==> src/rtl/vend_coin_driver.sv <==
// -----------------------------------------------------------------------------
// vend_coin_driver
//
// Payment sequencer for the vending machine. A command (valid/ready) carries a
// list of up to MAX_COINS coins; the driver sends them one at a time as
// single-cycle pulses on D_in (dollar) or Q_in (quarter). Consecutive pulses
// are separated by GAP idle cycles. After the last coin, responses are still
// watched for RESP_LAT cycles. A one-cycle done pulse then closes the command.
// While a command runs, Dispense and Change cycles are counted. A sticky err
// flag reports responses that arrive at the wrong time or in a wrong
// combination.
//
// Ports
//   clock       single clock, rising edge
//   rst         synchronous reset, active-high
//   cmd_valid   command offered
//   cmd_ready   command accepted when high (IDLE only)
//   cmd_coins   bit k = type of coin k (1 = dollar, 0 = quarter); coin 0 first
//   cmd_count   number of coins, clamped to MAX_COINS
//   D_in, Q_in  coin pulses to the vending machine
//   Dispense    vend indication from the vending machine
//   Change      change indication from the vending machine
//   busy        high whenever not IDLE
//   done        one-cycle completion pulse
//   vend_cnt    Dispense cycles counted for the current/last command
//   change_cnt  Change cycles counted for the current/last command
//   err         sticky protocol error flag
// -----------------------------------------------------------------------------
module vend_coin_driver #(
    parameter int MAX_COINS = 8,
    parameter int GAP       = 1,
    parameter int RESP_LAT  = 1,
    parameter int CW        = $clog2(MAX_COINS + 1)
) (
    input  logic                 clock,
    input  logic                 rst,
    input  logic                 cmd_valid,
    output logic                 cmd_ready,
    input  logic [MAX_COINS-1:0] cmd_coins,
    input  logic [CW-1:0]        cmd_count,
    output logic                 D_in,
    output logic                 Q_in,
    input  logic                 Dispense,
    input  logic                 Change,
    output logic                 busy,
    output logic                 done,
    output logic [CW-1:0]        vend_cnt,
    output logic [CW-1:0]        change_cnt,
    output logic                 err
);

    // One down-counter serves both the gap and the drain waits. It is sized
    // so that it never collapses to zero width when GAP and RESP_LAT are 0.
    localparam int TMAX = (GAP > RESP_LAT) ? GAP : RESP_LAT;
    localparam int TW   = $clog2(TMAX + 2);

    typedef enum logic [2:0] {
        ST_IDLE,
        ST_PULSE,
        ST_GAP_WAIT,
        ST_DRAIN,
        ST_DONE
    } state_t;

    state_t               state_reg, state_next;
    logic [MAX_COINS-1:0] coins_reg, coins_next;
    logic [CW-1:0]        count_reg, count_next;
    logic [CW-1:0]        idx_reg, idx_next;
    logic [TW-1:0]        timer_reg, timer_next;
    logic [CW-1:0]        vend_cnt_reg, vend_cnt_next;
    logic [CW-1:0]        change_cnt_reg, change_cnt_next;
    logic                 err_reg, err_next;

    logic [CW-1:0]        count_clamped;
    logic [CW-1:0]        idx_plus;
    logic                 counting;

    assign count_clamped = (cmd_count > CW'(MAX_COINS)) ? CW'(MAX_COINS) : cmd_count;
    assign idx_plus      = idx_reg + CW'(1);
    assign counting      = (state_reg == ST_PULSE) || (state_reg == ST_GAP_WAIT) ||
                           (state_reg == ST_DRAIN);

    always_ff @(posedge clock) begin
        if (rst) begin
            state_reg      <= ST_IDLE;
            coins_reg      <= '0;
            count_reg      <= '0;
            idx_reg        <= '0;
            timer_reg      <= '0;
            vend_cnt_reg   <= '0;
            change_cnt_reg <= '0;
            err_reg        <= 1'b0;
        end else begin
            state_reg      <= state_next;
            coins_reg      <= coins_next;
            count_reg      <= count_next;
            idx_reg        <= idx_next;
            timer_reg      <= timer_next;
            vend_cnt_reg   <= vend_cnt_next;
            change_cnt_reg <= change_cnt_next;
            err_reg        <= err_next;
        end
    end

    always_comb begin
        state_next      = state_reg;
        coins_next      = coins_reg;
        count_next      = count_reg;
        idx_next        = idx_reg;
        timer_next      = timer_reg;
        vend_cnt_next   = vend_cnt_reg;
        change_cnt_next = change_cnt_reg;
        err_next        = err_reg;

        // Saturating response counters, active only while a command is in flight.
        if (counting) begin
            if (Dispense && (vend_cnt_reg != '1))
                vend_cnt_next = vend_cnt_reg + CW'(1);
            if (Change && (change_cnt_reg != '1))
                change_cnt_next = change_cnt_reg + CW'(1);
        end

        // A response outside a command, or change without a vend, is a protocol error.
        if ((Dispense || Change) && ((state_reg == ST_IDLE) || (state_reg == ST_DONE)))
            err_next = 1'b1;
        if (Change && !Dispense)
            err_next = 1'b1;

        case (state_reg)
            ST_IDLE: begin
                if (cmd_valid) begin
                    coins_next      = cmd_coins;
                    count_next      = count_clamped;
                    idx_next        = '0;
                    vend_cnt_next   = '0;
                    change_cnt_next = '0;
                    // Acceptance starts a fresh error window for the new command.
                    err_next        = 1'b0;
                    state_next      = (count_clamped == '0) ? ST_DONE : ST_PULSE;
                end
            end
            ST_PULSE: begin
                // The current coin always sits in bit 0; shift for the next one.
                coins_next = coins_reg >> 1;
                idx_next   = idx_plus;
                if (idx_plus == count_reg) begin
                    if (RESP_LAT == 0) begin
                        state_next = ST_DONE;
                    end else begin
                        state_next = ST_DRAIN;
                        timer_next = TW'(RESP_LAT - 1);
                    end
                end else if (GAP == 0) begin
                    state_next = ST_PULSE;
                end else begin
                    state_next = ST_GAP_WAIT;
                    timer_next = TW'(GAP - 1);
                end
            end
            ST_GAP_WAIT: begin
                if (timer_reg == '0)
                    state_next = ST_PULSE;
                else
                    timer_next = timer_reg - TW'(1);
            end
            ST_DRAIN: begin
                if (timer_reg == '0)
                    state_next = ST_DONE;
                else
                    timer_next = timer_reg - TW'(1);
            end
            ST_DONE: begin
                state_next = ST_IDLE;
            end
            default: begin
                state_next = ST_IDLE;
            end
        endcase
    end

    // Every output is decoded from registered state only.
    assign cmd_ready  = (state_reg == ST_IDLE);
    assign busy       = (state_reg != ST_IDLE);
    assign done       = (state_reg == ST_DONE);
    assign D_in       = (state_reg == ST_PULSE) &&  coins_reg[0];
    assign Q_in       = (state_reg == ST_PULSE) && !coins_reg[0];
    assign vend_cnt   = vend_cnt_reg;
    assign change_cnt = change_cnt_reg;
    assign err        = err_reg;

endmodule

==> config.mk <==
export PLATFORM = sky130hd
export DESIGN_NAME = vend_coin_driver
export DESIGN_NICKNAME = d
export VERILOG_FILES = /design/src/rtl/vend_coin_driver.sv
export SDC_FILE = /design/constraint.sdc
export NUM_CORES = 1
export LEC_CHECK = 0
export CORE_ASPECT_RATIO = 0.5
export CORE_MARGIN = 2
export CORE_UTILIZATION = 53
export CTS_CLUSTER_DIAMETER = 40
export DETAILED_ROUTE_END_ITERATION = 10
export PLACE_DENSITY = 0.83
export REMOVE_ABC_BUFFERS = 1
export SYNTH_ARGS = -nofsm -noshare
export SYNTH_HDL_FRONTEND = slang
export SYNTH_SLANG_ARGS = --single-unit
==> constraint.sdc <==
create_clock -name clock -period 3.1 [get_ports clock]
set_input_delay 0.465 -clock clock [delete_from_list [all_inputs] [get_ports clock]]
set_output_delay 0.465 -clock clock [all_outputs]
set_load 0.05 [all_outputs]
-- Word-level counts from Yosys, hierarchy flattened
Cells that the tools add are included.
- bits in registers: 30
- input bits: 17
- word-level logic and storage cells: 72
- output and inout port bits: 14
- multiplexer cells: 25
- $lt $le $gt $ge: 1
- equal/unequal tests: 11
- add/sub/neg operators: 4
- reduce and logical (&&, ||, !) cells: 23
- operators by type and width (kind ; number):
    two-way mux 4 bit ; 10
    case mux 8 bit (2 select lines) ; 1
    adder 4 x 1 -> 4 bit, second input constant ; 3
    two-way mux 3 bit ; 4
    case mux 3 bit (4 select lines) ; 1
    two-way mux 8 bit ; 1
    != test 4 bit, second input constant ; 2
    case mux 4 bit (2 select lines) ; 1
    == test 3 x 2 -> 1 bit, second input constant ; 2
    logical AND 1 bit ; 6
    AND reduction 2 bit ; 3
    two-way mux 1 bit ; 5
    == test 4 bit ; 1
    greater-than comparator 4 bit, second input constant ; 1
    zero test 4 bit ; 1
    logical OR 1 bit ; 4
    != test 2 x 1 -> 1 bit, second input constant ; 2
    != test 2 bit, second input constant ; 2
    case mux 2 bit (2 select lines) ; 1
    nonzero test 2 bit ; 2
    == test 3 x 1 -> 1 bit, second input constant ; 1
    == test 3 bit, second input constant ; 1
    zero test 3 bit ; 1
    AND reduction 3 bit ; 1
    other kinds (6) ; 7

-- Logic depth before layout (Yosys ltp)
Gate-level depths: netlist of the first run.
- depth in word-level cells: 7
- depth in mapped cells: 6
- gate-level depth less buffers: 6

-- Least setup slack after synthesis of the first run
OpenSTA, ideal clock, no wires.
- path kind: register to output
- from: reg state_reg[1]
- to: out busy
- data required time: 2635 ps
- slack: 378 ps
- arrival time: 2257 ps
- buffers on the path: 1
- cell stages (with the launch flop): 4
- path through: dfxtp_1 -> buf_2 -> nor3_1 -> inv_1
- longest elaborated chain between the ends: 1
- RTL lines (item ; line ; text):
    from (decl) ; 65 ; state_t state_reg, state_next;
    from (signal assigned) ; 94 ; state_reg <= state_next;
    nonzero test 3 bit ; 183 ; assign busy = (state_reg != ST_IDLE);
    to (decl) ; 45 ; output logic busy,
Every way passes these cells.

-- Final worst setup path of the first run
- from: reg state_reg[0]
- to: out Q_in
- longest elaborated chain between the ends: 2
- RTL lines (item ; line ; text):
    == test 3 x 1 -> 1 bit ; 186 ; assign Q_in = (state_reg == ST_PULSE) && !coins_reg[0];
    logical AND 1 bit ; 186 ;
    to (decl) ; 42 ; output logic Q_in,
Every way passes these cells.

==> results of run 1 <==
-- power by group through the flow --
stage,logic [mW],registers [mW],clock network [mW]
final,0.273,0.453,0.319
after global routing,0.297,0.458,0.342
after CTS,0.274,0.453,0.324
after detailed placement,0.271,0.461,0
after global placement,0.266,0.459,0
after floorplan,0.158,0.473,0
-- through the flow --
step	std cells	instance area, um^2
after CTS	244	1860
after global routing	244	1860
after detailed placement	236	1770
final	244	1860
after global placement	236	1770
after floorplan	165	1390
-- kinds of logic (layout without fill, tap and decap cells) --
logic type                 Yosys count  after routing  synth area share
muxes                                3              3            0.0208
AOI/OAI and AO/OA                   29             29             0.130
xor gates and xnor gates            11             11            0.0668
DFF                                 30             30             0.417
buffers and inverters               15             46            0.0451
adders and majority gates            4              4            0.0347
and+or+nand+nor                     84             84             0.286
-- critical path, stage by stage, from the launching register on --
cell and delay, ns:
dfxtp_1 0.54, or3b_1 0.43, nor2_1 0.12, clkdlybuf4s50_1 0.81
-- per-layer routing --
| metal | global-route usage | wire length, um | up-vias |
|---|---|---|---|
| li1 | - | - | 674 |
| met1 | 0.240 | 1420 | 623 |
| met2 | 0.364 | 1460 | 23 |
| met3 | 0.0595 | 122 | 2 |
| met4 | 0.0536 | 17 | 0 |
| met5 | 0 | 0 | - |
-- cells in the final DEF (no fill, tap or decap), types with 2 or more instances in the layout --
cell type	synthesis	routed
buf_4	1	4
mux2i_1	3	3
nor3b_1	3	3
inv_1	4	4
a21oi_1	12	12
and3_1	2	2
clkdlybuf4s50_1	0	30
dfxtp_1	30	30
nor3_1	8	8
o21ai_0	4	4
xor2_1	7	7
nand4_1	4	4
ha_1	4	4
xnor2_1	4	4
nand3b_1	3	3
a311oi_1	7	7
and2_1	4	4
nand3_1	7	7
clkbuf_8	0	6
nor2_1	23	23
nand2_1	24	24
-- worst max path at each step --
stage,from,end,slack [ns]
floorplan,state_reg[1],busy,0.44
global placement,state_reg[0],Q_in,0.82
detailed placement,state_reg[0],Q_in,0.77
CTS,state_reg[0],Q_in,0.46
global route,state_reg[0],D_in,0.36
finish,state_reg[0],Q_in,0.45
-- cell type report --
cell class / instances / area, um^2
multi-input cells: 131 / 776
fillers: 203 / 727
flip-flops and latches: 30 / 601
repair buffers: 34 / 330
clock buffers: 7 / 86.3
well taps: 37 / 46.3
inverters: 4 / 15.0
clock inverters: 1 / 5.00
==> reports/qor.yml, run 1 <==
grt_max_degree: 23
clockBufferDepth: 2
wl_mm: 3.02
p_sw_mw: 0.337
largest_register_ffs: 8
core_area_mm2: 0.00259
gp_congestion: 0.755
synthTopCellsByArea: "dfxtp_1 42%, nand2_1 6.3%, nor2_1 6.0%"
nNetsFinal: 227
hp-class: "reg2reg"
worstPathMaxFanout: 12
hold_depth: 2
clkTransAtPathRegs_ns: 0.06
slew_violations: 0
grt_pass1_vias: 1090
dp_hpwl_mm: 2.06
syn_inst: 176
drc: 0
rsz0062_at_grt: "no"
synth_edf_count: 0
start_kind: "register"
preCtsSetupSlack_ns: 0.767
fin_setup_tns_ns: 0
fmax_mhz: 377
min_from: "err"
endpoint_kind: "output pin"
cts_made_buffers: 5
p_clk_frac: 0.305
final_util: 0.719
grt_pass1_wl_mm: 4.73
die_w_um: 77.8
fin_hold_ws_ns: 0.454
yosysMostFrequentCell: "dfxtp_1"
antennaDiodeCount: 0
port_buffers: 30
ir_drop_mv: 0.243
rows: 13
drive_gt1_frac: 0.0676
cts_tree: "done"
vias: 1322
ys_ff_latch: 30
yosys_warnings: 0
worst_slew_pin_slew_ns: 0.515
slew-limit-headroom: 0.656
netlist_area_mm2: 0.00144
r2r_cells: 4
power.internal_mw: 0.708
cellLeakagePower_nw: 0.717
ys.flop_type: "dfxtp_1"
ios: 31
first_iter_violations: 63
finalHoldViolations: 0
comb_power_share: 0.261
synth_cell_types: 33
drt_pass1_iterations: 4
yosysTopAreaCell: "dfxtp_1"
fp.dieH_um: 40.9
outcome: "complete, no violations"
postCtsSetupRepairBufs: 0
setup_viol: 0
grt_antenna_before_repair: 0
clk_latency_ns: 0.28
ys_async_sr_fraction: 0
yosysSeqAreaShare: 0.417
r2r-start: "state_reg[0]"
r2r_end: "idx_reg[3]"
area_growth_pct: 29.0
path_class: "reg2out"
gr-total-overflow: 0
synth_top_area_frac: 0.417
ctsResizeCount: 0
power.total_mw: 1.05
sw_frac_of_total: 0.323
netlist_top_cells_count: "30 x dfxtp_1, 24 x nand2_1, 23 x nor2_1"
finalCriticalPeriod_ns: 2.65
skew_ns: 0.00842
r2r_setup_slack_ns: 1.33
ctsRootBufferMaster: "clkbuf_8"
arrival_ns: 2.19
hold_end: "err"
sequentialPowerShare: 0.433
start_util: 0.557
avgSynthCellArea_um2: 8.19
wl_per_cell_um: 12.4
dieArea_mm2: 0.00318
htree_levels: 2
finalWorstSetupSlack_ns: 0.449
grt_util_all_layers: 0.199
cts_sinks: 30
power.density_mw_per_mm2: 562
fin_crit_sh: 0.855
final_antenna_net_count: 0
postCtsHoldBufs: 0
vias_per_cell: 5.42
crit_required_ns: 2.63
drv_cap: 0
No activity file was read; power rests on OpenSTA's default activity.
==> run 2, diff against run 1 <==
--- a/config.mk
+++ b/config.mk
@@ -10,7 +10,7 @@
 export CORE_UTILIZATION = 53
 export CTS_CLUSTER_DIAMETER = 40
 export DETAILED_ROUTE_END_ITERATION = 10
-export PLACE_DENSITY = 0.83
+export PLACE_DENSITY = 0.89
 export REMOVE_ABC_BUFFERS = 1
 export SYNTH_ARGS = -nofsm -noshare
 export SYNTH_HDL_FRONTEND = slang
==> run 2 against run 1 <==
Effect of this change: final area down 0.40%; setup slack worse by 0.0071 ns; sequential share of layout area up 0.13 points; core utilization down 0.29 points; power up 0.11%; first-iteration DRC count down 19%; hold slack better by 0.0053 ns; fmax down 0.27%; routed wire length down 0.27%; critical path type unchanged; highest routed layer unchanged.
==> reports/qor.yml, run 2 (same netlist as run 1, synthesis figures left out) <==
start_kind: "register"
skew_ns: 0.00706
postCtsHoldBufs: 0
start_util: 0.557
core_area_mm2: 0.00259
drt_pass1_iterations: 4
first_iter_violations: 51
ctsRootBufferMaster: "clkbuf_8"
die_w_um: 77.8
clkTransAtPathRegs_ns: 0.06
final_antenna_net_count: 0
use_met3: 0.0749
path_class: "reg2out"
wl_per_cell_um: 12.4
grt_most_used_layer: "met2"
largest_register_ffs: 8
crit_required_ns: 2.63
nFillCells: 200
htree_levels: 2
gp_congestion: 0.811
clockBufferDepth: 2
rsz0062_at_grt: "no"
fmax_mhz: 376
wl_mm: 3.01
regArea_um2: 601
rows: 13
grt_pass1_vias: 1118
cts_tree: "done"
slew_violations: 0
cpMaxStageDelayCell: "clkdlybuf4s50_1"
grt_max_degree: 23
nNetsFinal: 226
power.total_mw: 1.05
ios: 31
finalHoldViolations: 0
ir_drop_mv: 0.343
grt_util_all_layers: 0.211
final_area_mm2: 0.00185
ctsResizeCount: 0
slew-limit-headroom: 0.496
area_growth_pct: 28.5
fp.dieH_um: 40.9
multi_input_area_um2: 776
fin_setup_tns_ns: 0
dp_hpwl_mm: 2.05
fin_hold_ws_ns: 0.459
cellLeakagePower_nw: 0.712
slowest_delay_ns: 0.79
clk_latency_ns: 0.29
outcome: "complete, no violations"
grt_pass1_wl_mm: 4.93
port_buffers: 30
placed_area_mm2: 0.00176
cts_sinks: 30
cts_made_buffers: 5
postCtsSetupRepairBufs: 0
setup_viol: 0
drive_gt1_frac: 0.0631
power.density_mw_per_mm2: 565
grtUsageMet2: 0.362
fin_crit_sh: 0.858
worstPathMaxFanout: 12
drv_cap: 0
use_met1: 0.247
grt_antenna_before_repair: 0
final_cell_mix: "30 x dfxtp_1, 30 x clkdlybuf4s50_1, 24 x nand2_1"
arrival_ns: 2.19
vias: 1276
cp_cell_sequence: "nor3b_1 > buf_4 > and2_1 > clkdlybuf4s50_1"
vias_per_cell: 5.25
dieArea_mm2: 0.00318
finalCriticalPeriod_ns: 2.66
gr-total-overflow: 0
worst_slew_pin_slew_ns: 0.754
antennaDiodeCount: 0
endpoint_kind: "output pin"
drc: 0
hp-class: "reg2reg"
[run 2: changes by cell type in the layout (fill, tap and decap cells not counted)]
cell	delta
buf_4	-1
[run 2: through the flow]
step           instances  setup slack, ns   util
2_1_floorplan        165            0.443      -
3_3_place_gp         235            0.824  0.681
3_5_place_dp         235            0.800  0.681
4_1_cts              243            0.440  0.716
5_1_grt              243            0.311  0.716
6_report             243            0.442  0.716
[run 2: path summary, 6_finish.rpt]
path                      from         end  slack (ns)  depth (start not counted)
setup / recovery  state_reg[0]        D_in        0.44                          4
hold / removal             err         err        0.46                          2
setup reg to reg  state_reg[0]  idx_reg[3]        1.35                          4
hold reg to reg            err         err        0.46                          2
[run 2: power breakdown]
group	internal (mW)	switching [mW]	total, mW
Clock	0.179	0.145	0.324
Sequential	0.420	0.0337	0.454
Combinational	0.109	0.160	0.269
Total	0.708	0.339	1.05
[run 2: critical path, delay by kind of cell (launching register included)]
| kind | cells | cell delay [ns] |
|---|---|---|
| flip-flops | 1 | 0.53 |
| AND/OR/NAND/NOR | 2 | 0.39 |
| buffers and inverters | 2 | 0.97 |
[run 2: cell type report]
type	count	share of cell area
Multi-Input combinational cell	131	0.419
Sequential cell	30	0.324
Timing Repair Buffer	33	0.174
Clock buffer	7	0.0466
Tap cell	37	0.0250
Inverter	4	0.00811
Clock inverter	1	0.00270
[run 2: routing by layer]
layer,up-vias,part of all wire
met3,8,0.036
li1,667,-
met4,0,0.020
met2,15,0.45
met5,-,0
met1,586,0.49
==> run 3, diff against run 2 <==
==> constraint.sdc (replaced) <==
create_clock -name clock -period 3.1 [get_ports clock]
set_input_delay 0.465 -clock clock [delete_from_list [all_inputs] [get_ports clock]]
set_output_delay 0.465 -clock clock [all_outputs]
set_load 0.02 [all_outputs]
==> run 3 against run 2 <==
Effect of this change: hold slack got worse by 0.0097 ns; critical path depth down 1; setup slack improved by 0.27 ns; sequential power about the same; die area unchanged; fmax grew 11%; count of clock-buffer cells in the layout unchanged; global-route usage barely moved; critical path type unchanged.
==> reports/qor.yml, run 3 (same netlist as run 1, synthesis figures left out) <==
start_kind: "register"
rsz0062_at_grt: "no"
sw_frac_of_total: 0.295
instances_no_fill: 243
port_buffers: 30
clkTransAtPathRegs_ns: 0.06
dp_cells: 235
preCtsSetupSlack_ns: 0.981
finalWorstSetupSlack_ns: 0.710
first_iter_violations: 92
vias_per_cell: 5.26
grt_pass1_vias: 1166
crit_required_ns: 2.63
gr-total-overflow: 0
htree_levels: 2
cts_tree: "done"
dp_hpwl_mm: 2.02
fin_hold_ws_ns: 0.449
outcome: "complete, no violations"
finalCriticalPeriod_ns: 2.39
ios: 31
fmax_mhz: 418
wl_mm: 3.03
wl_met2_mm: 1.48
wl_per_cell_um: 12.4
clockBufferDepth: 2
dieArea_mm2: 0.00318
skew_ns: 0.00676
clk_latency_ns: 0.27
grt_max_degree: 23
power.total_mw: 1.00
grt_pass1_wl_mm: 4.98
rows: 13
gp_congestion: 0.850
nFillCells: 198
grt_antenna_before_repair: 0
highest_layer: "met4"
ctsRootBufferMaster: "clkbuf_8"
slew_violations: 0
p_clk_frac: 0.315
area_growth_pct: 28.5
power.density_mw_per_mm2: 542
drive_gt1_frac: 0.0631
r2r_cells: 4
cts_sinks: 30
start_util: 0.557
worst_slew_pin_slew_ns: 0.763
postCtsHoldBufs: 0
drt_pass1_iterations: 4
slew-limit-headroom: 0.490
arrival_ns: 1.92
sequentialPowerShare: 0.451
final_antenna_net_count: 0
wl_met3_um: 114
endpoint_kind: "output pin"
p_sw_mw: 0.296
hold_depth: 2
cts_made_buffers: 5
final_area_mm2: 0.00185
ir_drop_mv: 0.270
largest_register_ffs: 8
drc: 0
comb_power_share: 0.234
die_w_um: 77.8
final_util: 0.716
setup_viol: 0
vias: 1278
finalHoldViolations: 0
fin_setup_tns_ns: 0
fin_crit_sh: 0.771
nNetsFinal: 226
antennaDiodeCount: 0
fp.dieH_um: 40.9
final_cell_mix: "30 x dfxtp_1, 30 x clkdlybuf4s50_1, 24 x nand2_1"
cellLeakagePower_nw: 0.712
power.internal_mw: 0.708
ctsResizeCount: 0
met1_length_mm: 1.41
path_class: "reg2out"
postCtsSetupRepairBufs: 0
grt_util_all_layers: 0.210
hp-class: "reg2reg"
worstPathMaxFanout: 12
drv_cap: 0
core_area_mm2: 0.00259
placed_area_mm2: 0.00176
==> run 3: cell counts in the layout (fill, tap and decap cells not counted) <==
No cell type changed its count.
==> run 3: final cells by class <==
cell class,instances,area (um^2),share of cell area
sequential,30,601,0.324
timing repair buffer,33,323,0.174
inverter,4,15.0,0.00811
tap,37,46.3,0.0250
clock inverter,1,5.00,0.00270
multi-input combinational,131,776,0.419
clock buffer,7,86.3,0.0466
==> run 3: power groups by stage <==
stage	logic, mW	clock network [mW]	registers [mW]
floorplan	0.134	0	0.461
global placement	0.228	0	0.459
detailed placement	0.232	0	0.461
CTS	0.235	0.325	0.453
global route	0.260	0.343	0.459
finish	0.235	0.316	0.453
==> run 3: worst paths after layout <==
kind	from	endpoint	slack, ns
worst max-delay path	state_reg[0]	Q_in	0.71
worst min-delay path	err	err	0.45
worst max register to register	state_reg[0]	idx_reg[3]	1.36
worst min register to register	err	err	0.45
==> run 3: metal layers <==
metal	vias to the layer above	track usage
met3	2	0.0595
met2	23	0.399
met1	588	0.241
met5	-	0
met4	0	0.0804
li1	665	-
==> run 3: critical path: stages (launching register included) <==
cell and delay, ns:
dfxtp_1 0.52, or3b_1 0.43, nor2_1 0.10, clkdlybuf4s50_1 0.60
